==> src/rtl/fft_frame_capture.sv <==
`default_nettype none
// ============================================================================
//  Module   : fft_frame_capture
//  Brief    : Captures one FFT frame into a buffer, then streams it out with
//             valid/ready handshake. Optional peak detector: FFT_CAP_PEAK_EN.
//  Revision : 1.0 - initial release
// ============================================================================
module fft_frame_capture #(
    parameter int WIDTH    = 16,
    parameter int N_POINTS = 32,
    parameter int GROUP    = 4
) (
    input  logic                        clk,
    input  logic                        reset,
    input  logic                        all_fft_done,
    input  logic signed [WIDTH-1:0]     data_real_out,
    input  logic signed [WIDTH-1:0]     data_imag_out,
    output logic                        m_valid,
    input  logic                        m_ready,
    output logic signed [WIDTH-1:0]     m_real,
    output logic signed [WIDTH-1:0]     m_imag,
    output logic [$clog2(N_POINTS)-1:0] m_index,
    output logic                        group_last,
    output logic                        frame_last,
    output logic                        busy,
    output logic                        overrun
`ifdef FFT_CAP_PEAK_EN
    ,
    output logic [WIDTH:0]              peak_mag,
    output logic [$clog2(N_POINTS)-1:0] peak_index,
    output logic                        peak_valid
`endif
);

    localparam int c_AW = $clog2(N_POINTS);
    localparam logic [c_AW-1:0] c_LAST  = c_AW'(N_POINTS - 1);
    localparam logic [c_AW-1:0] c_GMASK = c_AW'(GROUP - 1);

    typedef enum logic [1:0] {
        S_IDLE    = 2'd0,
        S_CAPTURE = 2'd1,
        S_DRAIN   = 2'd2
    } state_t;

    state_t r_state;
    logic [c_AW-1:0] r_wr_cnt;
    logic [c_AW-1:0] r_rd_cnt;
    logic r_done_q;
    logic r_armed;

    logic signed [WIDTH-1:0] r_buf_re [N_POINTS];
    logic signed [WIDTH-1:0] r_buf_im [N_POINTS];

    logic w_start;
    logic w_last_rd;
    logic w_xfer;
    logic w_restart;
    logic w_begin;
    logic w_load;
    logic w_wr_en;
    logic w_overrun_evt;
    logic [c_AW-1:0] w_ld_idx;
    logic [c_AW-1:0] w_wr_addr;

    // r_armed blocks a start until done has been seen low since reset
    assign w_start       = all_fft_done & ~r_done_q & r_armed;
    assign w_last_rd     = (r_rd_cnt == c_LAST);
    assign w_xfer        = (r_state == S_DRAIN) && m_valid && m_ready;
    assign w_restart     = w_xfer && w_last_rd && w_start;
    assign w_begin       = ((r_state == S_IDLE) && w_start) || w_restart;
    assign w_load        = (r_state == S_DRAIN) && (!m_valid || (m_ready && !w_last_rd));
    assign w_ld_idx      = m_valid ? (r_rd_cnt + c_AW'(1)) : r_rd_cnt;
    assign w_wr_en       = w_begin || (r_state == S_CAPTURE);
    assign w_wr_addr     = (r_state == S_CAPTURE) ? r_wr_cnt : '0;
    assign w_overrun_evt = w_start && ((r_state == S_CAPTURE) ||
                                       ((r_state == S_DRAIN) && !w_restart));

    always_ff @(posedge clk) begin
        if (w_wr_en) begin
            r_buf_re[w_wr_addr] <= data_real_out;
            r_buf_im[w_wr_addr] <= data_imag_out;
        end
    end

    always_ff @(posedge clk or negedge reset) begin
        if (!reset) begin
            r_state    <= S_IDLE;
            r_wr_cnt   <= '0;
            r_rd_cnt   <= '0;
            r_done_q   <= 1'b0;
            r_armed    <= 1'b0;
            m_valid    <= 1'b0;
            m_real     <= '0;
            m_imag     <= '0;
            m_index    <= '0;
            group_last <= 1'b0;
            frame_last <= 1'b0;
            busy       <= 1'b0;
            overrun    <= 1'b0;
        end else begin
            r_done_q <= all_fft_done;
            r_armed  <= r_armed | ~all_fft_done;
            if (w_overrun_evt) begin
                overrun <= 1'b1;
            end
            // First DRAIN cycle prefetches; afterwards each transfer loads the next bin
            if (w_load) begin
                m_valid    <= 1'b1;
                m_real     <= r_buf_re[w_ld_idx];
                m_imag     <= r_buf_im[w_ld_idx];
                m_index    <= w_ld_idx;
                group_last <= ((w_ld_idx & c_GMASK) == c_GMASK);
                frame_last <= (w_ld_idx == c_LAST);
                r_rd_cnt   <= w_ld_idx;
            end
            case (r_state)
                S_IDLE: begin
                    if (w_begin) begin
                        r_state  <= S_CAPTURE;
                        r_wr_cnt <= c_AW'(1);
                        busy     <= 1'b1;
                    end
                end
                S_CAPTURE: begin
                    r_wr_cnt <= r_wr_cnt + c_AW'(1);
                    if (r_wr_cnt == c_LAST) begin
                        r_state <= S_DRAIN;
                    end
                end
                S_DRAIN: begin
                    if (w_xfer && w_last_rd) begin
                        m_valid    <= 1'b0;
                        group_last <= 1'b0;
                        frame_last <= 1'b0;
                        r_rd_cnt   <= '0;
                        if (w_restart) begin
                            r_state  <= S_CAPTURE;
                            r_wr_cnt <= c_AW'(1);
                        end else begin
                            r_state <= S_IDLE;
                            busy    <= 1'b0;
                        end
                    end
                end
                default: begin
                    r_state <= S_IDLE;
                    busy    <= 1'b0;
                end
            endcase
        end
    end

`ifdef FFT_CAP_PEAK_EN
    logic [WIDTH:0]   w_mag;
    logic [WIDTH:0]   r_pk_mag;
    logic [c_AW-1:0]  r_pk_idx;
    logic             w_new_max;

    // Widen before negating so the most negative input yields 2^(WIDTH-1)
    function automatic logic [WIDTH-1:0] abs_val(input logic [WIDTH-1:0] x);
        logic [WIDTH:0] ext;
        logic [WIDTH:0] neg;
        ext = {x[WIDTH-1], x};
        neg = -ext;
        return x[WIDTH-1] ? neg[WIDTH-1:0] : x;
    endfunction

    assign w_mag     = {1'b0, abs_val(data_real_out)} + {1'b0, abs_val(data_imag_out)};
    assign w_new_max = (w_mag > r_pk_mag);

    always_ff @(posedge clk or negedge reset) begin
        if (!reset) begin
            r_pk_mag   <= '0;
            r_pk_idx   <= '0;
            peak_mag   <= '0;
            peak_index <= '0;
            peak_valid <= 1'b0;
        end else begin
            peak_valid <= 1'b0;
            if (w_begin) begin
                r_pk_mag <= w_mag;
                r_pk_idx <= '0;
            end else if (r_state == S_CAPTURE) begin
                if (w_new_max) begin
                    r_pk_mag <= w_mag;
                    r_pk_idx <= r_wr_cnt;
                end
                if (r_wr_cnt == c_LAST) begin
                    peak_valid <= 1'b1;
                    peak_mag   <= w_new_max ? w_mag : r_pk_mag;
                    peak_index <= w_new_max ? r_wr_cnt : r_pk_idx;
                end
            end
        end
    end
`endif

endmodule
`default_nettype wire

==> config.mk <==
export PLATFORM = sky130hd
export DESIGN_NAME = fft_frame_capture
export DESIGN_NICKNAME = d
export VERILOG_FILES = /design/src/rtl/fft_frame_capture.sv
export SDC_FILE = /design/constraint.sdc
export NUM_CORES = 1
export LEC_CHECK = 0
export ABC_AREA = 1
export BUFFER_PORTS_ARGS = -buffer_cell sky130_fd_sc_hd__buf_2
export CAP_MARGIN = 15
export CORE_MARGIN = 10
export CORE_UTILIZATION = 35
export DETAILED_ROUTE_END_ITERATION = 16
export HOLD_SLACK_MARGIN = 0.03
export PLACE_DENSITY = 0.54
export SYNTH_ARGS = -nofsm -noshare
export SYNTH_HDL_FRONTEND = slang
export SYNTH_SLANG_ARGS = --single-unit
==> constraint.sdc <==
create_clock -name clk -period 7 [get_ports clk]
set_input_delay 0 -clock clk [delete_from_list [all_inputs] [get_ports clk]]
set_output_delay 0 -clock clk [all_outputs]
set_load 0.05 [all_outputs]
==> out/results.tsv, run 1 <==
stage	metric	value	unit
outcome	outcome	finished clean	
drt	viasPerCell	5.03	
clocking	clock_sinks	1080	
timing	grt_setup_unrepaired	no	
synthesis	ys_types	30	
worst_setup_path	crit_chain	inv_4 > nand2_8 > nand2_8 > inv_6 > buf_4 > nand2_1 > nand3_1 > nand3_1 > nand3_1 > nand2_1 > nand2_1 > nand3_1	
timing	final-setup-viol-count	0	
worst_setup_path	critPathLaunchType	flop	
synthesis	syn_nets	4483	
placed_design	port_buffers	77	
worst_setup_path	crit_required	7.58	ns
worst_hold_path	hold_class	primary input to flop	
global_routing	track_usage	18.5	%
power_and_ir_drop	pwr-share-seq	40.1	%
power_and_ir_drop	leakagePower	21.8	nW
synthesis	synth-seq-cells	1080	
layout	layout.cells.most_common	nand3_1	
timing	finalHoldViolCount	0	
floorplanning	dieHeight	388	microns
layout	final_cell_area	53600	sq um
worst_setup_path	path_delay_family	simple AND/OR/NAND/NOR gates	
synthesis	ys.flop_type	edfxtp_1	
global_routing	grt_max_degree	152	
drt	first_pass_iters	6	
timing	period_needed	4.48	ns
synthesis	syn_area	47400	sq um
drt	vias	31900	
timing	fmax	223	MHz
worst_setup_path	worstReg2RegStart	m_valid	
timing	slew_headroom	23.3	%
global_routing	grt_overflow_total	0	
power_and_ir_drop	p_sw_share	36.1	%
power_and_ir_drop	pwr_density_cell	375	nW/um^2
synthesis	synth_top_area_share	64.9	%
floorplanning	dieWidth	388	microns
power_and_ir_drop	ir_drop	0.310	mV
synthesis	synth.top_cells.by_area	edfxtp_1, nand3_1, nand2_1, inv_1, nand3b_1	
power_and_ir_drop	p_clk_share	29.7	%
drt	ant_nets	0	
timing	drv_slew	0	
worst_setup_path	worstPathMaxFanout	146	
synthesis	yosysWarnings	0	
worst_setup_path	path_buf_inv	3	
drt	routedWlPerCell	22.6	microns
layout	drive_gt1_share	7.64	%
power_and_ir_drop	intPower	0.0128	W
layout	fin_nets	4513	
synthesis	synth_edf_count	1024	
worst_setup_path	crit_top_cell	nand3_1	
worst_hold_path	hp-start	m_ready	
worst_setup_path	reg2reg_slack	2.52	ns
drt	routed_wirelength	143000	microns
worst_hold_path	holdPathEnd	r_state[1]	
worst_setup_path	crit_path_max_incr_delay	0.89	ns
power_and_ir_drop	p_total	0.0201	W
timing	worstMarginPinSlew	1.15	ns
global_routing	antenna_found_initial	4	
synthesis	syn_inst	4443	
placed_design	routabilityCongestion	0.769	
placed_design	dpl_cell_area	49500	sq um
worst_setup_path	crit_slowest_cell	inv_6	
clocking	tritoncts	yes	
flow_run	cap_viol_max_count	0	
drt	drc_errors	0	
worst_setup_path	path_class	flop to flop	
worst_hold_path	min_delay_path_depth	5	
floorplanning	core.rowCount	134	
drt	drt_iter0_markers	3234	
synthesis	synth_area_leader_cell	edfxtp_1	
clocking	clk_latency	0.71	ns
global_routing	grt_pass1_vias	30100	
power_and_ir_drop	netSwitchingPower	0.00725	W
clocking	cts_buffer_depth	3	
synthesis	syn_area_per_cell	10.7	sq um
clocking	clk_pin_slew	0.06	ns
floorplanning	io_pins	78	
clocking	root_buffer	clkbuf_16	
worst_setup_path	worstRegToRegCells	12	
timing	finalCritPeriodShare	64.0	%
worst_setup_path	arrival	5.06	ns
floorplanning	coreArea	134000	sq um
layout	layout_common_cells	nand3_1, edfxtp_1, nand2_1, inv_1, nand3b_1	
layout	area_delta_synth_final	13.1	%
clocking	htree_levels	3	
floorplanning	dieArea	150000	sq um
synthesis	yosysSeqAreaShare	67.9	%
worst_setup_path	r2r_end	m_real[0]	
timing	skew	0.0389	ns
clocking	cts_inserted_buffers	113	
power_and_ir_drop	combPwrFrac	30.2	%
placed_design	place_hpwl	70200	microns
timing	tns	0	ns
global_routing	grt_pass1_wl	210000	microns
synthesis	synthArstFlopShare	5.19	%
floorplanning	start_util	35.4	%
worst_setup_path	end_kind	flop	
-- what timing repair did --
item / 4_1_cts / 5_1_grt
setup buffers: 0 / 0
endpoints found under the setup margin: 0 / 0
gates resized for setup: 0 / 0
hold endpoints to repair: 1096 / 0
hold buffers: 38 / 0
-- cell usage after synthesis, drive strengths merged (4+ instances only) --
master / count
a21oi: 12
buf: 222
clkbuf: 38
dfrtp: 56
edfxtp: 1024
ha: 4
inv: 856
nand2: 876
nand3: 1093
nand3b: 192
nor2: 45
nor3: 5
o21ai: 9
-- area by class of cell --
type	count	area [sq um]
multi-input combinational	2246	11000
tap	1768	2210
clock inverter	49	425
timing repair buffer	175	1320
fill	12700	80400
antenna	2	5.00
sequential	1080	32200
clock buffer	161	3230
inverter	857	3230
-- worst register-to-register path: cells and delay by family (launching register included) --
family	cells	cell delay (ns)
flip-flops	1	0.68
AND/OR/NAND/NOR	9	2.04
buffers and inverters	3	1.63
-- worst max path at each step --
stage	start	end	slack [ns]	cells past startpoint
2_1_floorplan	m_valid	r_buf_im[0][0]	3.48	7
3_3_place_gp	m_valid	m_real[0]	2.56	12
3_5_place_dp	m_valid	m_real[0]	2.54	12
4_1_cts	m_valid	m_real[0]	2.53	12
5_1_grt	m_valid	m_real[7]	2.20	12
6_report	m_valid	m_real[0]	2.52	12
-- flip-flops by register name (all words and copies together), names as in the netlist --
signal / count
overrun: 1
r_wr_cnt: 5
m_imag: 16
r_armed: 1
r_state: 2
busy: 1
r_buf_im: 512
r_buf_re: 512
r_done_q: 1
frame_last: 1
group_last: 1
m_real: 16
m_index: 5
m_valid: 1
r_rd_cnt: 5
-- metrics by stage --
stage	utilization [%]	hold WS, ns	std cells	setup WS (ns)
2_1_floorplan	-	-0.296	4443	3.48
3_3_place_gp	37.0	-0.0789	6088	2.56
3_5_place_dp	37.0	-0.0790	6088	2.54
4_1_cts	40.0	0.253	6336	2.53
5_1_grt	40.0	0.300	6336	2.20
6_report	40.0	0.291	6338	2.52
-- layer usage --
layer,part of all wire [%],vias up,track usage (%)
met2,47,1102,30.0
met3,7.0,222,3.12
met4,2.5,0,4.58
li1,-,14800,-
met1,44,15800,25.5
met5,0,-,0
-- cells by family (layout without fill, tap and decap cells) --
logic type / after synthesis / in the layout / synth area share, %
AND/OR/NAND/NOR: 2213 / 2213 / 22.0
buffers and inverters: 1117 / 1242 / 9.62
flip-flops: 1080 / 1080 / 67.9
AO/OA/AOI/OAI: 26 / 26 / 0.314
adder cells (fa/ha/maj): 4 / 4 / 0.106
XOR/XNOR: 3 / 3 / 0.0555
other: 0 / 2 / 0
-- power groups by stage --
stage	clock [W]	combinational (W)	sequential, W
6_report	0.00597	0.00606	0.00806
5_1_grt	0.00633	0.00667	0.00811
4_1_cts	0.00605	0.00609	0.00806
3_5_place_dp	0	0.00605	0.00819
3_3_place_gp	0	0.00602	0.00818
2_1_floorplan	0	0.00385	0.00842
(Power assumes the default switching activity.)
==> run 2, diff against run 1 <==
Settings changed: ABC_AREA 1 to 0, PLACE_DENSITY 0.54 to 0.56.
Clock period 7 ns to 3.6 ns, I/O delays scaled along.
==> run 2 against run 1 <==
Effect of this change:
- final cell count down 33%
- critical endpoint is now m_real[14]
- highest routed layer is now met5
- clock-buffer cell count down 36
- flip-flop and latch count stayed put
- wire length decreased by 12%
- synthesized cell count shrank 49%
- fmax rose by 42%
- design area shrank 1.5%
- total power grew 63%
- critical path type unchanged
- non-clock buffer count grew 43
- first-iteration DRC count shrank 19%
- setup slack lost 2.1 ns
- synthesized area decreased by 3.9%
==> out/results.tsv, run 2 <==
stage	metric	value	unit	change
outcome	outcome	finished clean		unchanged
layout	layout_common_cells	edfxtp_1, mux4_2, nand2_1, mux2i_1, clkbuf_16		was nand3_1, edfxtp_1, nand2_1, inv_1, nand3b_1
layout	drive_gt1_share	30.5	%	was 7.64%
worst_setup_path	path_buf_inv	1		was 3
placed_design	dp.cells	4017		was 6,088
layout	layout.cells.most_common	edfxtp_1		was nand3_1
layout	reg_top3	r_buf_im x512, r_buf_re x512		unchanged
layout	fin_nets	2460		was 4,513
timing	grt_setup_unrepaired	no		unchanged
clocking	tritoncts	yes		unchanged
drt	drt_iter0_markers	2606		was 3,234
worst_setup_path	critPathLaunchType	flop		unchanged
clocking	htree_levels	3		unchanged
drt	routedWlPerCell	29.5	microns	was 22.6 microns
placed_design	place_hpwl	74100	microns	was 70,200 microns
floorplanning	start_util	35.2	%	was 35.4%
layout	fin_cells	4255		was 6,338
timing	worstMarginPinSlew	0.868	ns	was 1.15 ns
global_routing	grt_max_degree	114		was 152
clocking	clk_pin_slew	0.06	ns	about the same
worst_setup_path	end_kind	flop		unchanged
clocking	clock_sinks	1080		unchanged
synthesis	synthTopCellsByCount	edfxtp_1, mux4_2, nand2_1, mux2i_1, buf_2		was nand3_1, edfxtp_1, nand2_1, inv_1, buf_2
worst_setup_path	crit_slowest_cell	or4_1		was inv_6
worst_setup_path	path_class	flop to flop		unchanged
drt	viasPerCell	5.68		was 5.03
timing	period_needed	3.15	ns	was 4.48 ns
worst_setup_path	crit_path_max_incr_delay	0.86	ns	was 0.89 ns
layout	regArea	32200	sq um	about the same
timing	fin_hold_ws	0.357	ns	was 0.291 ns
clocking	root_buffer	clkbuf_16		unchanged
worst_hold_path	min_delay_path_depth	2		was 5
global_routing	grt_overflow_total	0		unchanged
synthesis	yosysSeqAreaShare	70.6	%	was 67.9%
timing	slew_headroom	42.1	%	was 23.3%
worst_setup_path	worstReg2RegStart	r_rd_cnt[0]		was m_valid
timing	finalCritPeriodShare	87.6	%	was 64.0%
worst_setup_path	worstSetupEndpoint	m_real[14]		was m_real[0]
placed_design	port_buffers	77		unchanged
timing	skew	0.0266	ns	was 0.0389 ns
timing	drv_slew	0		unchanged
worst_setup_path	worstRegToRegCells	10		was 12
synthesis	syn_inst	2245		was 4,443
worst_setup_path	worstPathMaxFanout	16		was 146
timing	final-setup-viol-count	0		unchanged
synthesis	synth_area_leader_cell	edfxtp_1		unchanged
drt	routed_wirelength	126000	microns	was 143,000 microns
drt	ant_nets	0		unchanged
worst_setup_path	r2r_end	m_real[14]		was m_real[0]
clocking	cts_inserted_buffers	105		was 113
synthesis	synthArstFlopShare	5.19	%	unchanged
worst_setup_path	crit_chain	ha_4 > and3_1 > ha_1 > nor2b_1 > buf_4 > o21ai_4 > or4_1 > o22ai_1 > a221oi_1 > o21ai_1		was inv_4 > nand2_8 > nand2_8 > inv_6 > buf_4 > nand2_1 > nand3_1 > nand3_1 > nand3_1 > nand2_1 > nand2_1 > nand3_1
worst_setup_path	crit_required	4.22	ns	was 7.58 ns
floorplanning	io_pins	78		unchanged
timing	worst_slack	0.448	ns	was 2.52 ns
synthesis	ys_types	54		was 30
synthesis	syn_nets	2285		was 4,483
layout	fill_cells	11300		was 12,700
flow_run	cap_viol_max_count	0		unchanged
power_and_ir_drop	leakagePower	16.2	nW	was 21.8 nW
floorplanning	core.rowCount	132		was 134
floorplanning	coreArea	129000	sq um	was 134,000 sq um
clocking	cts_buffer_depth	3		unchanged
synthesis	yosysWarnings	0		unchanged
drt	drc_errors	0		unchanged
timing	fmax	317	MHz	was 223 MHz
worst_setup_path	path_depth	10		was 12
global_routing	antenna_found_initial	9		was 4
placed_design	routabilityCongestion	0.816		was 0.769
worst_setup_path	path_delay_family	simple AND/OR/NAND/NOR gates		unchanged
worst_hold_path	hold_class	primary input to flop		unchanged
power_and_ir_drop	ir_drop	0.430	mV	was 0.310 mV
synthesis	synth.top_cells.by_area	edfxtp_1, mux4_2, dfrtp_1, mux2i_1, nand2_1		was edfxtp_1, nand3_1, nand2_1, inv_1, nand3b_1
synthesis	synth_edf_count	1024		unchanged
synthesis	synth-seq-cells	1080		unchanged
drt	first_pass_iters	5		was 6
global_routing	grt_pass1_vias	24700		was 30,100
floorplanning	dieHeight	381	microns	was 388 microns
timing	tns	0	ns	unchanged
floorplanning	dieArea	145000	sq um	was 150,000 sq um
clocking	clk_latency	0.69	ns	was 0.71 ns
worst_setup_path	crit_start	r_rd_cnt[0]		was m_valid
worst_setup_path	arrival	3.78	ns	was 5.06 ns
global_routing	grt_pass1_wl	181000	microns	was 210,000 microns
power_and_ir_drop	p_total	0.0328	W	was 0.0201 W
placed_design	preCtsSetupSlack	0.480	ns	was 2.54 ns
layout	multi_input_area	12900	sq um	was 11,000 sq um
clocking	postCtsSetupBuffers	0		unchanged
floorplanning	dieWidth	381	microns	was 388 microns
global_routing	track_usage	17.0	%	was 18.5%
synthesis	ys.flop_type	edfxtp_1		unchanged
power_and_ir_drop	pwr_density_cell	621	nW/um^2	was 375 nW/um^2
worst_setup_path	reg2reg_slack	0.45	ns	was 2.52 ns
timing	finalHoldViolCount	0		unchanged
layout	area_delta_synth_final	15.8	%	was 13.1%
synthesis	synth.most_common_cell	edfxtp_1		was nand3_1
drt	vias	24200		was 31,900
synthesis	syn_area_per_cell	20.3	sq um	was 10.7 sq um
synthesis	synth_top_area_share	67.5	%	was 64.9%
synthesis	syn_area	45500	sq um	was 47,400 sq um
## run 2: cell types whose count changed in the layout (fill, tap and decap cells not counted), sizes merged, moves of 21 or more
cell,before,now
mux4,0,375
clkbuf,161,125
nand3b,192,1
a221oi,0,24
nand3,1093,51
o211ai,0,21
inv,857,8
mux2i,0,110
buf,138,181
nand2,876,158
## run 2: report_power, final
part	switching (W)	total, W	internal, W
clock	0.00472	0.0113	0.00660
combinational	0.00355	0.00600	0.00245
sequential	0.000438	0.0155	0.0150
total	0.00871	0.0328	0.0241
## run 2: metrics by stage
| step | area, sq um | utilization (%) |
|---|---|---|
| finish | 52700 | 40.8 |
| global route | 52700 | 40.8 |
| CTS | 52700 | 40.8 |
| detailed placement | 48800 | 37.8 |
| global placement | 48800 | 37.8 |
| floorplan | 45500 | - |
## run 2: logic make-up (layout without fill, tap and decap cells)
logic type	after synthesis	after routing	share of synthesized area [%]
and+or+nand+nor	321	321	3.13
adders and majority gates	4	4	0.110
xor gates and xnor gates	12	12	0.280
AOI/OAI and AO/OA	188	188	3.08
DFF	1080	1080	70.6
buffers and inverters	153	418	1.76
other	0	3	0
muxes	487	487	21.0
## run 2: worst min-delay path by stage
stage,from,to
global route,data_imag_out[0],r_buf_im[8][0]
finish,data_imag_out[0],r_buf_im[8][0]
floorplan,reset,busy
detailed placement,all_fft_done,r_done_q
global placement,all_fft_done,r_done_q
CTS,data_imag_out[5],r_buf_im[9][5]
## run 2: area by class of cell
| type | instances | share of cell area (%) |
|---|---|---|
| well taps | 1742 | 4.13 |
| repair buffers | 218 | 3.69 |
| inverters | 3 | 0.0214 |
| clock buffers | 125 | 5.22 |
| clock inverters | 72 | 1.44 |
| diodes | 3 | 0.0142 |
| multi-input cells | 1012 | 24.5 |
| flip-flops and latches | 1080 | 61.0 |
## run 2: metal layers
layer | track usage (%) | share of wire (%) | up-vias
met4 | 5.25 | 2.6 | 6
li1 | - | - | 9854
met5 | 0 | 0.032 | -
met2 | 27.5 | 48 | 1031
met3 | 2.91 | 7.5 | 188
met1 | 23.3 | 41 | 13100
## run 2: timing repair
item                                    4_1_cts  5_1_grt
endpoints found under the hold margin      1094        0
gates resized for setup                       0        0
endpoints found under the setup margin        0        0
hold buffers                                 38        0
